$ cat src/rtl/fpu_op_sequencer.sv
// fpu_op_sequencer: buffers operand pairs and steps them through a multicycle fpu; define FPU_SEQ_LOOP_EN for continuous looping with a stop input
module fpu_op_sequencer #(
    parameter int DEPTH         = 8,
    parameter int SETTLE_CYCLES = 100,
    parameter int CNT_W         = 16
) (
    input  logic                     clock100KHz,
    input  logic                     reset,
    input  logic                     wr_en,
    input  logic [31:0]              wr_a,
    input  logic [31:0]              wr_b,
    output logic                     wr_ready,
    input  logic                     start,
`ifdef FPU_SEQ_LOOP_EN
    input  logic                     stop,
`endif
    output logic                     busy,
    output logic [31:0]              op_A_out,
    output logic [31:0]              op_B_out,
    input  logic [31:0]              fpu_data_in,
    input  logic [3:0]               fpu_status_in,
    output logic                     res_valid,
    output logic [31:0]              res_data,
    output logic [3:0]               res_status,
    output logic [$clog2(DEPTH)-1:0] res_idx,
    output logic [CNT_W-1:0]         cnt_exact,
    output logic [CNT_W-1:0]         cnt_ovf,
    output logic [CNT_W-1:0]         cnt_unf,
    output logic [CNT_W-1:0]         cnt_inexact,
    output logic                     done
);
    localparam int IW = $clog2(DEPTH);
    localparam int CW = IW + 1;
    localparam int TW = $clog2(SETTLE_CYCLES + 1);

    typedef enum logic [1:0] {S_IDLE, S_LOAD, S_WAIT, S_CAPTURE} state_t;

    state_t           r_state;
    state_t           w_state_nxt;
    logic [63:0]      r_mem [DEPTH];
    logic [CW-1:0]    r_count;
    logic [CW-1:0]    w_count_nxt;
    logic [IW-1:0]    r_wr_ptr;
    logic [IW-1:0]    r_rd_ptr;
    logic [TW-1:0]    r_timer;
    logic             r_wr_ready;
    logic [31:0]      r_op_a;
    logic [31:0]      r_op_b;
    logic [31:0]      r_res_data;
    logic [3:0]       r_res_status;
    logic [IW-1:0]    r_res_idx;
    logic             r_res_valid;
    logic             r_done;
    logic [CNT_W-1:0] r_cnt [4];
    logic             w_wr_acc;
    logic             w_last;
    logic             w_capture;
    logic             w_exit;
`ifdef FPU_SEQ_LOOP_EN
    logic             r_stop;
    logic             w_stop;

    assign w_stop = r_stop | stop;
`endif

    assign w_wr_acc  = wr_en & r_wr_ready;
    assign w_last    = {1'b0, r_rd_ptr} == r_count - CW'(1);
    assign w_capture = r_state == S_CAPTURE;
    assign w_exit    = w_capture & (w_state_nxt == S_IDLE);
    assign w_count_nxt = w_exit ? '0 : r_count + CW'(w_wr_acc);

    assign wr_ready    = r_wr_ready;
    assign busy        = r_state != S_IDLE;
    assign op_A_out    = r_op_a;
    assign op_B_out    = r_op_b;
    assign res_valid   = r_res_valid;
    assign res_data    = r_res_data;
    assign res_status  = r_res_status;
    assign res_idx     = r_res_idx;
    assign done        = r_done;
    assign cnt_exact   = r_cnt[0];
    assign cnt_ovf     = r_cnt[1];
    assign cnt_unf     = r_cnt[2];
    assign cnt_inexact = r_cnt[3];

    // next-state: load, settle, capture each pair; leave after the last pair (or on stop when looping)
    always_comb begin
        w_state_nxt = r_state;
        case (r_state)
            S_IDLE:    w_state_nxt = (start && r_count != '0) ? S_LOAD : S_IDLE;
            S_LOAD:    w_state_nxt = S_WAIT;
            S_WAIT:    w_state_nxt = (r_timer == '0) ? S_CAPTURE : S_WAIT;
`ifdef FPU_SEQ_LOOP_EN
            S_CAPTURE: w_state_nxt = w_stop ? S_IDLE : S_LOAD;
`else
            S_CAPTURE: w_state_nxt = w_last ? S_IDLE : S_LOAD;
`endif
            default:   w_state_nxt = S_IDLE;
        endcase
    end

    // state register
    always_ff @(posedge clock100KHz or posedge reset) begin
        if (reset) r_state <= S_IDLE;
        else       r_state <= w_state_nxt;
    end

    // buffer bookkeeping: fill pointer, occupancy, read pointer and write readiness
    always_ff @(posedge clock100KHz or posedge reset) begin
        if (reset) begin
            r_count    <= '0;
            r_wr_ptr   <= '0;
            r_rd_ptr   <= '0;
            r_wr_ready <= 1'b0;
        end else begin
            r_count    <= w_count_nxt;
            r_wr_ptr   <= w_exit ? '0 : (w_wr_acc ? r_wr_ptr + IW'(1) : r_wr_ptr);
            r_wr_ready <= (w_state_nxt == S_IDLE) && (w_count_nxt != CW'(DEPTH));
            if (r_state == S_IDLE)
                r_rd_ptr <= '0;
            else if (w_capture && w_state_nxt == S_LOAD)
                r_rd_ptr <= w_last ? '0 : r_rd_ptr + IW'(1);
        end
    end

    // operand storage; contents survive reset since occupancy gates every read
    always_ff @(posedge clock100KHz) begin
        if (w_wr_acc) r_mem[r_wr_ptr] <= {wr_a, wr_b};
    end

    // drive operands only in LOAD and count down the settle time
    always_ff @(posedge clock100KHz or posedge reset) begin
        if (reset) begin
            r_op_a  <= '0;
            r_op_b  <= '0;
            r_timer <= '0;
        end else if (r_state == S_LOAD) begin
            {r_op_a, r_op_b} <= r_mem[r_rd_ptr];
            r_timer          <= TW'(SETTLE_CYCLES - 1);
        end else if (r_state == S_WAIT && r_timer != '0) begin
            r_timer <= r_timer - TW'(1);
        end
    end

    // result capture with one-cycle valid and done pulses
    always_ff @(posedge clock100KHz or posedge reset) begin
        if (reset) begin
            r_res_data   <= '0;
            r_res_status <= '0;
            r_res_idx    <= '0;
            r_res_valid  <= 1'b0;
            r_done       <= 1'b0;
        end else begin
            r_res_valid <= w_capture;
            r_done      <= w_capture & w_last;
            if (w_capture) begin
                r_res_data   <= fpu_data_in;
                r_res_status <= fpu_status_in;
                r_res_idx    <= r_rd_ptr;
            end
        end
    end

    // saturating event counters, one per status bit, all bumped together for multi-hot status
    always_ff @(posedge clock100KHz or posedge reset) begin
        if (reset) begin
            for (int i = 0; i < 4; i++) r_cnt[i] <= '0;
        end else if (w_capture) begin
            for (int i = 0; i < 4; i++)
                if (fpu_status_in[i] && r_cnt[i] != {CNT_W{1'b1}}) r_cnt[i] <= r_cnt[i] + CNT_W'(1);
        end
    end

`ifdef FPU_SEQ_LOOP_EN
    // hold a stop request until the sequencer returns to idle
    always_ff @(posedge clock100KHz or posedge reset) begin
        if (reset)                         r_stop <= 1'b0;
        else if (r_state == S_IDLE || w_exit) r_stop <= 1'b0;
        else if (stop)                     r_stop <= 1'b1;
    end
`endif
endmodule

$ cat config.mk
export PLATFORM = sky130hd
export DESIGN_NAME = fpu_op_sequencer
export DESIGN_NICKNAME = d
export VERILOG_FILES = /design/src/rtl/fpu_op_sequencer.sv
export SDC_FILE = /design/constraint.sdc
export NUM_CORES = 1
export LEC_CHECK = 0
export CORE_MARGIN = 4
export CORE_UTILIZATION = 53
export CTS_BUF_LIST = sky130_fd_sc_hd__clkbuf_4 sky130_fd_sc_hd__clkbuf_8
export DETAILED_ROUTE_END_ITERATION = 6
export PLACE_DENSITY = 0.78
export SETUP_SLACK_MARGIN = 0.2
export SYNTH_ARGS = -nofsm -noshare
export SYNTH_HDL_FRONTEND = slang
export SYNTH_SLANG_ARGS = --single-unit
$ cat constraint.sdc
create_clock -name clock100KHz -period 6.55 [get_ports clock100KHz]
set_clock_uncertainty 0.2 [all_clocks]
set_input_delay 1.31 -clock clock100KHz [delete_from_list [all_inputs] [get_ports clock100KHz]]
set_output_delay 1.31 -clock clock100KHz [all_outputs]
set_load 0.1 [all_outputs]
**After elaboration in Yosys (flattened, before gate mapping)**

Memories as Yosys holds them, arrays and structs flattened. A register that Yosys moved wholly into a read port is not among the register bits.
Index checks and enable logic that the tools add are counted.
W data, S select, Z words.

- Register bits after elaboration: 125
- Memory bits (writable): 512
- Input bits: 104
- Output and inout port bits: 171
- Word-level logic and storage cells: 73
- Memories: 1

Memory list:

| memory | words | bits a word | read ports | clocked after Yosys merged registers in | wr ports | RTL line | source |
|---|---|---|---|---|---|---|---|
| r_mem | 8 | 64 | 1 | 1 | 1 | 40 | `logic [63:0] r_mem [DEPTH];` |

- $add $sub $neg: 9
- Equality and inequality tests: 10
- Muxes and demuxes: 14
- Bitwise gates (word level): 3
- Reduce and logical (&&, ||, !) cells: 21

Operators with widths:

| operator | count |
|---|---|
| $add A16 B1 Y16 const B | 4 |
| $ne A16 B16 Y1 const B | 4 |
| $mux W3 | 5 |
| $mux W7 | 2 |
| $logic_and A1 B1 Y1 | 8 |
| $pmux W2 S4 | 1 |
| $reduce_and A2 Y1 | 4 |
| $reduce_bool A2 Y1 | 4 |
| $logic_not A7 Y1 | 1 |
| $reduce_bool A7 Y1 | 1 |
| $sub A7 B1 Y7 const B | 1 |
| $add A3 B1 Y3 const B | 2 |
| $mux W1 | 5 |
| $add A4 B1 Y4 | 1 |
| $eq A2 B1 Y1 const B | 2 |
| $eq A2 B2 Y1 const B | 2 |
| $eq A3 B4 Y1 | 1 |
| $logic_not A2 Y1 | 2 |
| $mux W4 | 1 |
| $ne A4 B4 Y1 const B | 1 |
| $reduce_bool A4 Y1 | 1 |
| $sub A4 B1 Y4 const B | 1 |
| $and A1 B1 Y1 | 3 |

**Logic depth before layout (Yosys ltp)**

- Depth after elaboration: 9
- Mapped depth: 8
- Depth with buffers taken out: 8

**Worst setup path before layout**

OpenSTA, ideal clock, no wires.

- Kind: input-to-reg
- Start: input port wr_en
- End: memory r_mem[0][0] (enable)
- Library setup time: 0.565 ns
- Data arrival time: 6.077 ns
- Slack: -0.292 ns
- Stages: 3
- Cell sequence: nand2_1 -> or2_1 -> nor3_1

- Longest elaborated chain between the ends: 3

Ends and longest elaborated chain:

| element | RTL line | source |
|---|---|---|
| from (decl) | 9 | `input logic wr_en,` |
| $and A1 B1 Y1 | 66 | `assign w_wr_acc = wr_en & r_wr_ready;` |
| $mux W1 | 128 | `if (w_wr_acc) r_mem[r_wr_ptr] <= {wr_a, wr_b};` |
| $mux W1 (not written as such) | 128 |  |
| to (decl) | 40 |  |

Every way passes these cells.

**Final worst setup path**

- Start: register r_state[0]
- End: output port busy

- Longest elaborated chain between the ends: 1

Ends and longest elaborated chain:

| element | RTL line | source |
|---|---|---|
| from (decl) | 38 | `state_t r_state;` |
| from (signal assigned) | 105 | `else r_state <= w_state_nxt;` |
| $reduce_bool A2 Y1 | 73 | `assign busy = r_state != S_IDLE;` |
| to (decl) | 17 | `output logic busy,` |

Every way passes these cells.

==> impl_metrics.toml <==
[outcome]
outcome = "finished clean"

[worst_setup_path]
critPathArrivalTime_ns = 2.80
reg2reg_slack_ns = 3.37
reg2reg_to = "op_B_out[11]$_DFFE_PP0P_"
reg2reg_from = "r_rd_ptr[0]$_DFFE_PP0P_"
path_max_fanout = 5
reg2reg_depth = 4
worst-setup-path-type = "reg -> out"
critPathLaunchType = "flop"
endpoint_kind = "output port"
cp.required_ns = 5.04

[pwr]
p_leak_nw = 11.6
p_seq_frac = 0.387
netSwitchingFraction = 0.404
internal-power_mw = 8.97
pwr-share-clk = 0.247
ir_drop_mv = 0.436
powerDensity_nw_per_um2 = 458
comb_power_share = 0.365
power.switching_mw = 6.07

[synthesis]
async_flop_share = 0.270
synth_edf_count = 512
netlist_area_um2 = 27000
yosys_warnings = 0
synth-seq-area-share = 0.744
avgSynthCellArea_um2 = 18.8
ys_seq_elements = 701
netlist_instances = 1440
synthDistinctLibCells = 59
synthesis.nets = 1560
synth-main-ff-cell = "edfxtp_1"

[final_layout]
fin_area_um2 = 32900
final_common_cell = "edfxtp_1"
syn2layout_area_growth_pct = 21.6
layout-drive-gt1-share = 0.188
nNetsFinal = 1903
layout_common_cells = "edfxtp_1 (512), clkdlybuf4s50_1 (274), dfrtp_1 (186), mux4_2 (128), clkbuf_8 (119)"

[detailed_routing]
route.vias.total = 14300
firstDrtPassIters = 5
viasPerCell = 5.59
ant_nets = 0
drt-initial-drc-count = 1006
wire_per_inst_um = 21.8
drcViolationCount = 0
detail_route.wirelength_um = 55700

[timing]
maxSlewViolCount = 0
min_period_ns = 4.31
final.setup.tns_ns = 0
worst_pin_slew_ns = 1.07
max_freq_ghz = 0.232
rsz0062_at_grt = "no"
setup-violations-final = 0
finalCritPeriodShare = 0.657
finalHoldViolCount = 0
timing.hold.ws_ns = 0.283
timing.slew.headroom = 0.284

[clock_tree]
clock_sinks = 701
clock_latency_ns = 0.70
cts_buffers = 106
cts_setup_buffers = 0
htree_num_levels = 3
clk_pin_slew_ns = 0.06
cts.hold.buffers_added = 0
cts_tree = "built"
cts_resized = 0
cts-root-buf = "clkbuf_8"
clock_path_buffers = 3

[global_route]
antenna_found_initial = 4
grt_pass1_wl_um = 86100
globalRouteOverflowTotal = 0
grt_start_max_net_pins = 121
grt_pass1_vias = 15100
track_usage = 0.206

[worst_hold_path]
min_delay_path_depth = 1
hold-path-endpoint = "res_data[11]$_DFFE_PP0P_"
min_path_type = "reg -> reg"
holdCritStartpoint = "res_data[11]$_DFFE_PP0P_"

[run]
maxCapViolCount = 0

[die]
start_util = 0.537
core.rowCount = 82
ios = 275
core_area_um2 = 50300
design.die.area_um2 = 54600
die_w_um = 234
dieHeight_um = 234

[place]
io_buffers = 274
place_area_um2 = 30600
place_congestion = 0.786
post-dp-hpwl_um = 33700
## Yosys cell counts (16+ instances only)
master / count / area [um2]
edfxtp_1: 512 / 15400
dfrtp_1: 189 / 4730
mux4_2: 128 / 2880
nor2_1: 99 / 372
a21oi_1: 67 / 335
mux2i_1: 65 / 651
xnor2_1: 51 / 447
mux2_1: 39 / 439
nand2_1: 33 / 124
nand3_1: 30 / 150
clkbuf_1: 23 / 86.3
nand4_1: 23 / 144
buf_2: 19 / 95.1
inv_1: 18 / 67.6
ha_1: 16 / 200
## power groups by stage
stage	registers, mW	clock network (mW)	logic, mW
floorplan	8.43	0	1.56
global placement	5.88	0	5.46
detailed placement	5.91	0	5.53
CTS	5.83	3.81	5.55
global route	5.90	4.04	5.75
finish	5.82	3.72	5.49
## sequential cells by signal, summed over array words and instances (netlist names)
register	flops
r_mem	512
op_A_out	32
op_B_out	32
res_data	32
cnt_exact	16
cnt_inexact	16
cnt_ovf	16
cnt_unf	16
r_timer	7
r_count	4
res_status	4
r_rd_ptr	3
r_wr_ptr	3
res_idx	3
r_state	2
done	1
res_valid	1
wr_ready	1
## layout make-up
type	count	area, um2
Clock inverter	41	328
Timing Repair Buffer	296	2930
Sequential cell	701	20100
Clock buffer	158	1930
Multi-Input combinational cell	658	6620
Inverter	20	78.8
Fill cell	3372	17400
Tap cell	672	841
Antenna cell	3	7.51
## how the worst max path moves through the flow
stage | startpoint | end | slack [ns] | cells after the start
2_1_floorplan | wr_en | r_mem[2][0]$_DFFE_PP_ | 1.44 | 3
3_3_place_gp | wr_en | r_mem[5][40]$_DFFE_PP_ | 2.36 | 6
3_5_place_dp | wr_en | r_mem[5][43]$_DFFE_PP_ | 2.30 | 6
4_1_cts | r_state[0]$_DFF_PP0_ | busy | 2.19 | 4
5_1_grt | r_state[0]$_DFF_PP0_ | busy | 2.12 | 4
6_report | r_state[0]$_DFF_PP0_ | busy | 2.24 | 4
## metal layers
layer | vias up | track usage | wire [um] | share of wire
met2 | 481 | 0.341 | 28100 | 0.50
met3 | 95 | 0.0504 | 4160 | 0.075
met5 | - | 0 | 27 | 0.00049
met4 | 4 | 0.0752 | 1260 | 0.023
met1 | 7318 | 0.269 | 22100 | 0.40
li1 | 6356 | - | - | -
## critical path, cell delays in order, from the launching register on
cell	delay, ns
dfrtp_1	0.41
inv_1	0.11
ha_1	0.26
inv_1	0.11
clkdlybuf4s50_1	1.20
## through the flow
| stage | power [mW] | std cells | worst slack (ns) | util |
|---|---|---|---|---|
| after floorplan | 9.99 | 1440 | 1.44 | - |
| after global placement | 11.3 | 2347 | 2.36 | 0.608 |
| after detailed placement | 11.4 | 2347 | 2.30 | 0.608 |
| after CTS | 15.2 | 2546 | 2.19 | 0.653 |
| after global routing | 15.7 | 2546 | 2.12 | 0.653 |
| final | 15.0 | 2549 | 2.24 | 0.653 |
## kinds of logic (layout without fill, tap and decap cells)
| family | Yosys count | after routing | share of synthesized area |
|---|---|---|---|
| adders and majority gates | 16 | 16 | 0.00741 |
| AOI/OAI and AO/OA | 102 | 102 | 0.0221 |
| other | 0 | 3 | 0 |
| and+or+nand+nor | 241 | 241 | 0.0435 |
| muxes | 233 | 233 | 0.147 |
| DFF | 701 | 701 | 0.744 |
| buffers and inverters | 81 | 515 | 0.0138 |
| xor gates and xnor gates | 66 | 66 | 0.0214 |
Note: power is estimated with default switching activity, not from simulation.
